--- src/rtl/td4_pkg.sv ---
// Shared widths, instruction field slices and opcode constants for the 4-bit CPU.
package td4_pkg;

    localparam int unsigned PC_W    = 4;
    localparam int unsigned OP_W    = 4;
    localparam int unsigned IMM_W   = 4;
    localparam int unsigned INSTR_W = 8;

    localparam logic [PC_W-1:0] RESET_PC = '0;

    localparam int unsigned OP_MSB  = 7;
    localparam int unsigned OP_LSB  = 4;
    localparam int unsigned IMM_MSB = 3;
    localparam int unsigned IMM_LSB = 0;

    // Opcodes, shared with the decoder
    localparam logic [OP_W-1:0] OPC_ADD_A  = 4'b0000;
    localparam logic [OP_W-1:0] OPC_MOV_AB = 4'b0001;
    localparam logic [OP_W-1:0] OPC_IN_A   = 4'b0010;
    localparam logic [OP_W-1:0] OPC_MOV_A  = 4'b0011;
    localparam logic [OP_W-1:0] OPC_MOV_BA = 4'b0100;
    localparam logic [OP_W-1:0] OPC_ADD_B  = 4'b0101;
    localparam logic [OP_W-1:0] OPC_IN_B   = 4'b0110;
    localparam logic [OP_W-1:0] OPC_MOV_B  = 4'b0111;
    localparam logic [OP_W-1:0] OPC_OUT_B  = 4'b1001;
    localparam logic [OP_W-1:0] OPC_OUT_IM = 4'b1011;
    localparam logic [OP_W-1:0] OPC_JNC    = 4'b1110;
    localparam logic [OP_W-1:0] OPC_JMP    = 4'b1111;

endpackage

--- src/rtl/td4_pc.sv ---
// Program counter: sync reset, enable, jump load, increment with natural wrap.
module td4_pc
    import td4_pkg::*;
(
    input  logic            clk,
    input  logic            rst,
    input  logic            en,
    input  logic            load,
    input  logic [PC_W-1:0] load_addr,
    output logic [PC_W-1:0] pc
);

    // Reset wins; otherwise advance or redirect only on enabled edges
    always_ff @(posedge clk) begin
        if (rst) begin
            pc <= RESET_PC;
        end else if (en) begin
            if (load) begin
                pc <= load_addr;
            end else begin
                pc <= pc + PC_W'(1);
            end
        end
    end

endmodule

--- src/rtl/td4_fetch.sv ---
// Fetch stage: PC, synchronous ROM interface, F1 tag, instruction register, jump squash.
module td4_fetch
    import td4_pkg::*;
(
    input  logic               in_clk,
    input  logic               in_rst,
    input  logic               in_en,
    output logic               out_rom_en,
    output logic [PC_W-1:0]    out_rom_addr,
    input  logic [INSTR_W-1:0] in_rom_data,
    input  logic               in_jump,
    input  logic [PC_W-1:0]    in_jump_addr,
    output logic [OP_W-1:0]    out_op,
    output logic [IMM_W-1:0]   out_imm,
    output logic [PC_W-1:0]    out_pc,
    output logic               out_valid
);

    logic [PC_W-1:0] pc_q;
    logic            f1_valid;
    logic [PC_W-1:0] f1_pc;
    logic            jump_take;

    // A jump only counts when it comes from a real instruction on a running edge
    assign jump_take = in_en & in_jump & out_valid;

    // ROM follows the PC directly; a stalled ROM keeps its output word
    assign out_rom_en   = in_en;
    assign out_rom_addr = pc_q;

    td4_pc u_pc (
        .clk       (in_clk),
        .rst       (in_rst),
        .en        (in_en),
        .load      (jump_take),
        .load_addr (in_jump_addr),
        .pc        (pc_q)
    );

    // F1 tag and instruction register; a taken jump kills both in-flight slots
    always_ff @(posedge in_clk) begin
        if (in_rst) begin
            f1_valid  <= 1'b0;
            f1_pc     <= '0;
            out_op    <= '0;
            out_imm   <= '0;
            out_pc    <= '0;
            out_valid <= 1'b0;
        end else if (in_en) begin
            f1_valid  <= ~jump_take;
            f1_pc     <= pc_q;
            out_op    <= in_rom_data[OP_MSB:OP_LSB];
            out_imm   <= in_rom_data[IMM_MSB:IMM_LSB];
            out_pc    <= f1_pc;
            out_valid <= f1_valid & ~jump_take;
        end
    end

endmodule

--- config.mk ---
export PLATFORM = sky130hd
export DESIGN_NAME = td4_fetch
export DESIGN_NICKNAME = d
export VERILOG_FILES = /design/src/rtl/td4_pkg.sv /design/src/rtl/td4_pc.sv /design/src/rtl/td4_fetch.sv
export SDC_FILE = /design/constraint.sdc
export NUM_CORES = 1
export LEC_CHECK = 0
export ABC_CLOCK_PERIOD_IN_PS = 2350
export CAP_MARGIN = 30
export CORE_ASPECT_RATIO = 1.25
export CORE_MARGIN = 1.5
export CORE_UTILIZATION = 45
export CTS_CLUSTER_DIAMETER = 60
export DETAILED_ROUTE_END_ITERATION = 8
export GPL_ROUTABILITY_DRIVEN = 0
export PLACE_DENSITY = 0.82
export SLEW_MARGIN = 40
export SYNTH_ARGS = -nofsm -noshare
export SYNTH_HDL_FRONTEND = slang
export SYNTH_SLANG_ARGS = --single-unit
--- constraint.sdc ---
create_clock -name in_clk -period 2.35 [get_ports in_clk]
set_clock_uncertainty 0.1 [all_clocks]
set_input_delay 0.3525 -clock in_clk [delete_from_list [all_inputs] [get_ports in_clk]]
set_output_delay 0.3525 -clock in_clk [all_outputs]
set_load 0.01 [all_outputs]
# Word level (Yosys, flattened, before mapping)
# Cells that the tools add are included.
# Widths: inputs -> output; s select.
# word_totals
output_inout_bits,18
wordCells,13
register_bits,22
input_bits,16
# classes
add_sub_neg,1
n_bitwise,4
n_mux,1
# op_table
cell,count
$add 4x1->4 const B,1
$mux 4,1
$and 1x1->1,3
$not 1->1,1

# Depth between registers and ports, before layout
# depth
ltp_word,4
mapped_depth,5
mapped_depth_nobuf,4

# Cells and area by module
# Synthesis repeated with hierarchy kept, for this count alone.
# hier_totals
hier_cells,88
hier_area_um2,890.9
# modules_own_cells
mod,n_inst,seq_area_each_um2,area_each_um2,cells_each
td4_fetch,1,360.3,665.6,62
td4_pc,1,80.1,225.2,26

# Worst setup path after synthesis
# No wires, ideal clock.
# synth_path
path_kind,input to register
from,in in_en
to,reg f1_pc[1]
setup_ns,0.128
path_stages,4
arrival_ns,0.956
n_path_buf,2
slack_ns,1.166
required_time_ns,2.122
path_cell_list,buf_2 -> buf_4 -> mux2i_1 -> nor2_1
# synth_lines
item,line,rtl
from (decl),td4_fetch.sv:7,"input logic in_en,"
to (signal assigned),td4_fetch.sv:51,f1_pc <= pc_q;
to (decl),td4_fetch.sv:21,logic [PC_W-1:0] f1_pc;

# Worst setup path in the final report
# layout_path
from,in in_en
to,out out_rom_en
# layout_lines
item,line,rtl
to (decl),td4_fetch.sv:8,"output logic out_rom_en,"
# No word-level cell between the ends.

==> results.tsv <==
stage	metric	value	unit
setup_path	FF-to-FF setup slack	1.15	ns
setup_path	r2r startpoint	u_pc.pc[0]$_SDFFE_PP0P_	
final_layout	layout cells sized above 1	5.83	%
setup_path	critical path required time	1.90	ns
sta	Max transition margin	50.2	%
setup_path	WP buf/inv	2	
setup_path	Critical Path Source Type	input port	
floorplan	Core Region	1810	um^2
logic_synthesis	syn_nets	106	
sta	Min Clock Period, post-route	1.81	ns
logic_synthesis	cell taking the most area after synthesis	dfxtp_1	
placed_design	Detail Placement HPWL	1130	um
drt	DRT iter0 DRCs	4	
clock_tree	post-CTS setup buffer count	0	
global_route	grt total ovfl	0	
clock_tree	Worst-path clk slew	0.12	ns
floorplan	Die Span Y	52.4	um
power_and_ir_drop	VDD IR max	492	uV
worst_hold_path	Hold Path Depth	2	
global_route	global-route wire length before repair	2820	um
setup_path	reg2reg end	u_pc.pc[2]$_SDFFE_PP0P_	
clock_tree	CTS Hold Bufs	0	
drt	drt wl/cell	12.1	um
floorplan	io pins	34	
global_route	grt met3 use	5.17	%
sta	Final Hold Viols	0	
placed_design	PortBufs	33	
worst_hold_path	Worst Hold Path EP	f1_valid$_SDFFE_PP0P_	
drt	Post-route DRC	0	
sta	total negative slack	0	ns
worst_hold_path	HP Class	reg2reg	
logic_synthesis	Yosys warnings	0	
logic_synthesis	Seq cells post-synth	22	
floorplan	row cnt	17	
drt	antenna viol nets, final	0	
sta	RSZ-0062 raised after global routing	false	
logic_synthesis	Mapped Area	880	um^2
setup_path	worst setup path class	in2out	
drt	DRT Pass-1 Iters	4	
final_layout	Diodes inserted	0	
setup_path	critical path fanouts, max	2	
sta	Final Slew Violations	0	
drt	detailed-route via count	714	
setup_path	Crit path largest cell delay	0.53	ns
final_layout	Area growth syn-to-layout	41.8	%
setup_path	CP endpoint kind	output port	
setup_path	critical-path cell list	clkdlybuf4s50_1 > clkdlybuf4s50_1	
sta	maximum clock rate	0.551	GHz
outcome	outcome	finished, final reports clean	
sta	Worst-Margin Slew	0.745	ns
clock_tree	CTS tree	built	
final_layout	most common cell after layout, fill and taps aside	clkdlybuf4s50_1	
global_route	vias in the first global route	652	
clock_tree	Max Root-Sink Buffers	2	
drt	Via density	5.14	
logic_synthesis	post-synth top area share	50.1	%
logic_synthesis	cells after synthesis	89	
sta	setup ws final	0.535	ns
final_layout	most frequent cells in the layout	clkdlybuf4s50_1, dfxtp_1, nor2_1, mux2i_1, nand2_1	
logic_synthesis	top post-synthesis cells by area	dfxtp_1, mux2i_1, nor2_1	
sta	Final Cycle Share	77.2	%
clock_tree	Clk Latency, worst-skew pair	0.30	ns
final_layout	fillcell total	129	
flow_run	MaxCap Viol Count	0	
logic_synthesis	Seq/Total Area, Yosys	50.1	%
placed_design	Place WS	0.526	ns
floorplan	Starting Density	48.7	%
global_route	met1 Usage GRT	20.9	%
sta	# setup viols final	0	
floorplan	die area	2230	um^2
global_route	All-Layer GR Usage	16.8	%
clock_tree	CTS buffer count	3	
setup_path	CP delay by family, top	buffers and inverters	
global_route	GR peak layer	met2	
clock_tree	post-CTS resize count	0	
global_route	largest net degree at the start of global routing	30	
drt	DRT Wirelength	1680	um
global_route	GR Util met2	27.2	%
clock_tree	CTS HTree Levels	1	
power_and_ir_drop	Lkg Pwr	0.000508	uW
power_and_ir_drop	pwr dens	643	nW/um^2
clock_tree	CTS root buf	clkbuf_4	
worst_hold_path	HP Start	f1_valid$_SDFFE_PP0P_	
logic_synthesis	Synth Area per Inst	9.88	um^2
floorplan	die width	42.5	um
global_route	initial antenna violation count	0	
setup_path	cell mode on critical path	clkdlybuf4s50_1	
clock_tree	Clock Sinks	22	
logic_synthesis	Synth cell types	24	
setup_path	Critical-path top delay cell	clkdlybuf4s50_1	
setup_path	Critical Path AT	1.36	ns
final_layout	Final nets	138	
setup_path	r2r worst-path depth	4	
-- Yosys cell counts (all sizes together) --
cell type / instances
dfxtp: 22
nor2: 19
mux2i: 16
buf: 6
nand2: 5
a21oi: 3
a311oi: 2
a31oi: 2
nand3: 2
o21ai: 2
a211oi: 1
and2: 1
and3: 1
clkbuf: 1
ha: 1
nand2b: 1
nor2b: 1
nor3b: 1
nor4b: 1
o21a: 1
-- stage by stage --
step	utilization, %	total power (uW)	std cells	instance area, um^2	hold WS (ns)
2_1_floorplan	-	466	89	880	0.325
3_3_place_gp	66.1	523	135	1190	0.371
4_1_cts	69.0	807	139	1250	0.400
6_report	69.0	802	139	1250	0.397
5_1_grt	69.0	832	139	1250	0.431
3_5_place_dp	66.1	526	135	1190	0.383
-- state kept, by name, summed over array words and instances (netlist names) --
name,cells
f1_pc,4
out_imm,4
out_op,4
out_pc,4
u_pc.pc,4
f1_valid,1
out_valid,1
-- worst min-delay path, cell delays in order (launching register included) --
cell and delay, ns:
dfxtp_1 0.33, nor2_1 0.08, a211oi_1 0.05
-- logic make-up (layout without fill, tap and decap cells) --
kind of cell | count (synthesis) | count (layout) | synth area share, %
buf+inv | 7 | 38 | 5.26
fa+ha+maj | 1 | 1 | 1.42
mux | 16 | 16 | 18.2
simple gates | 32 | 32 | 17.1
flops | 22 | 22 | 50.1
compound gates | 11 | 11 | 7.97
-- cell type report --
type | instances | area (um^2) | area share [%]
flip-flops and latches | 22 | 440 | 35.3
multi-input cells | 60 | 393 | 31.5
repair buffers | 34 | 338 | 27.1
clock inverters | 1 | 30.0 | 2.41
well taps | 19 | 23.8 | 1.91
clock buffers | 3 | 22.5 | 1.81
-- worst max path at each step --
stage | end | cells past startpoint | from
after floorplan | f1_pc[1]$_SDFFE_PP0P_ | 4 | in_en
after global placement | out_rom_en | 2 | in_en
after detailed placement | u_pc.pc[0]$_SDFFE_PP0P_ | 5 | in_en
after CTS | out_rom_en | 2 | in_en
after global routing | out_rom_addr[0] | 1 | u_pc.pc[0]$_SDFFE_PP0P_
final | out_rom_en | 2 | in_en
-- layer usage --
layer	part of all wire [%]	routed length [um]
met5	0	0
met4	0	0
met3	6.9	116
met2	49	825
met1	44	735
-- power breakdown --
group	internal [uW]	switching [uW]	leakage (uW)	total (uW)
Clock	172	113	0.0000279	285
Combinational	68.3	44.6	0.000299	113
Sequential	391	13.5	0.000180	404
Note: power is estimated with default switching activity, not from simulation.
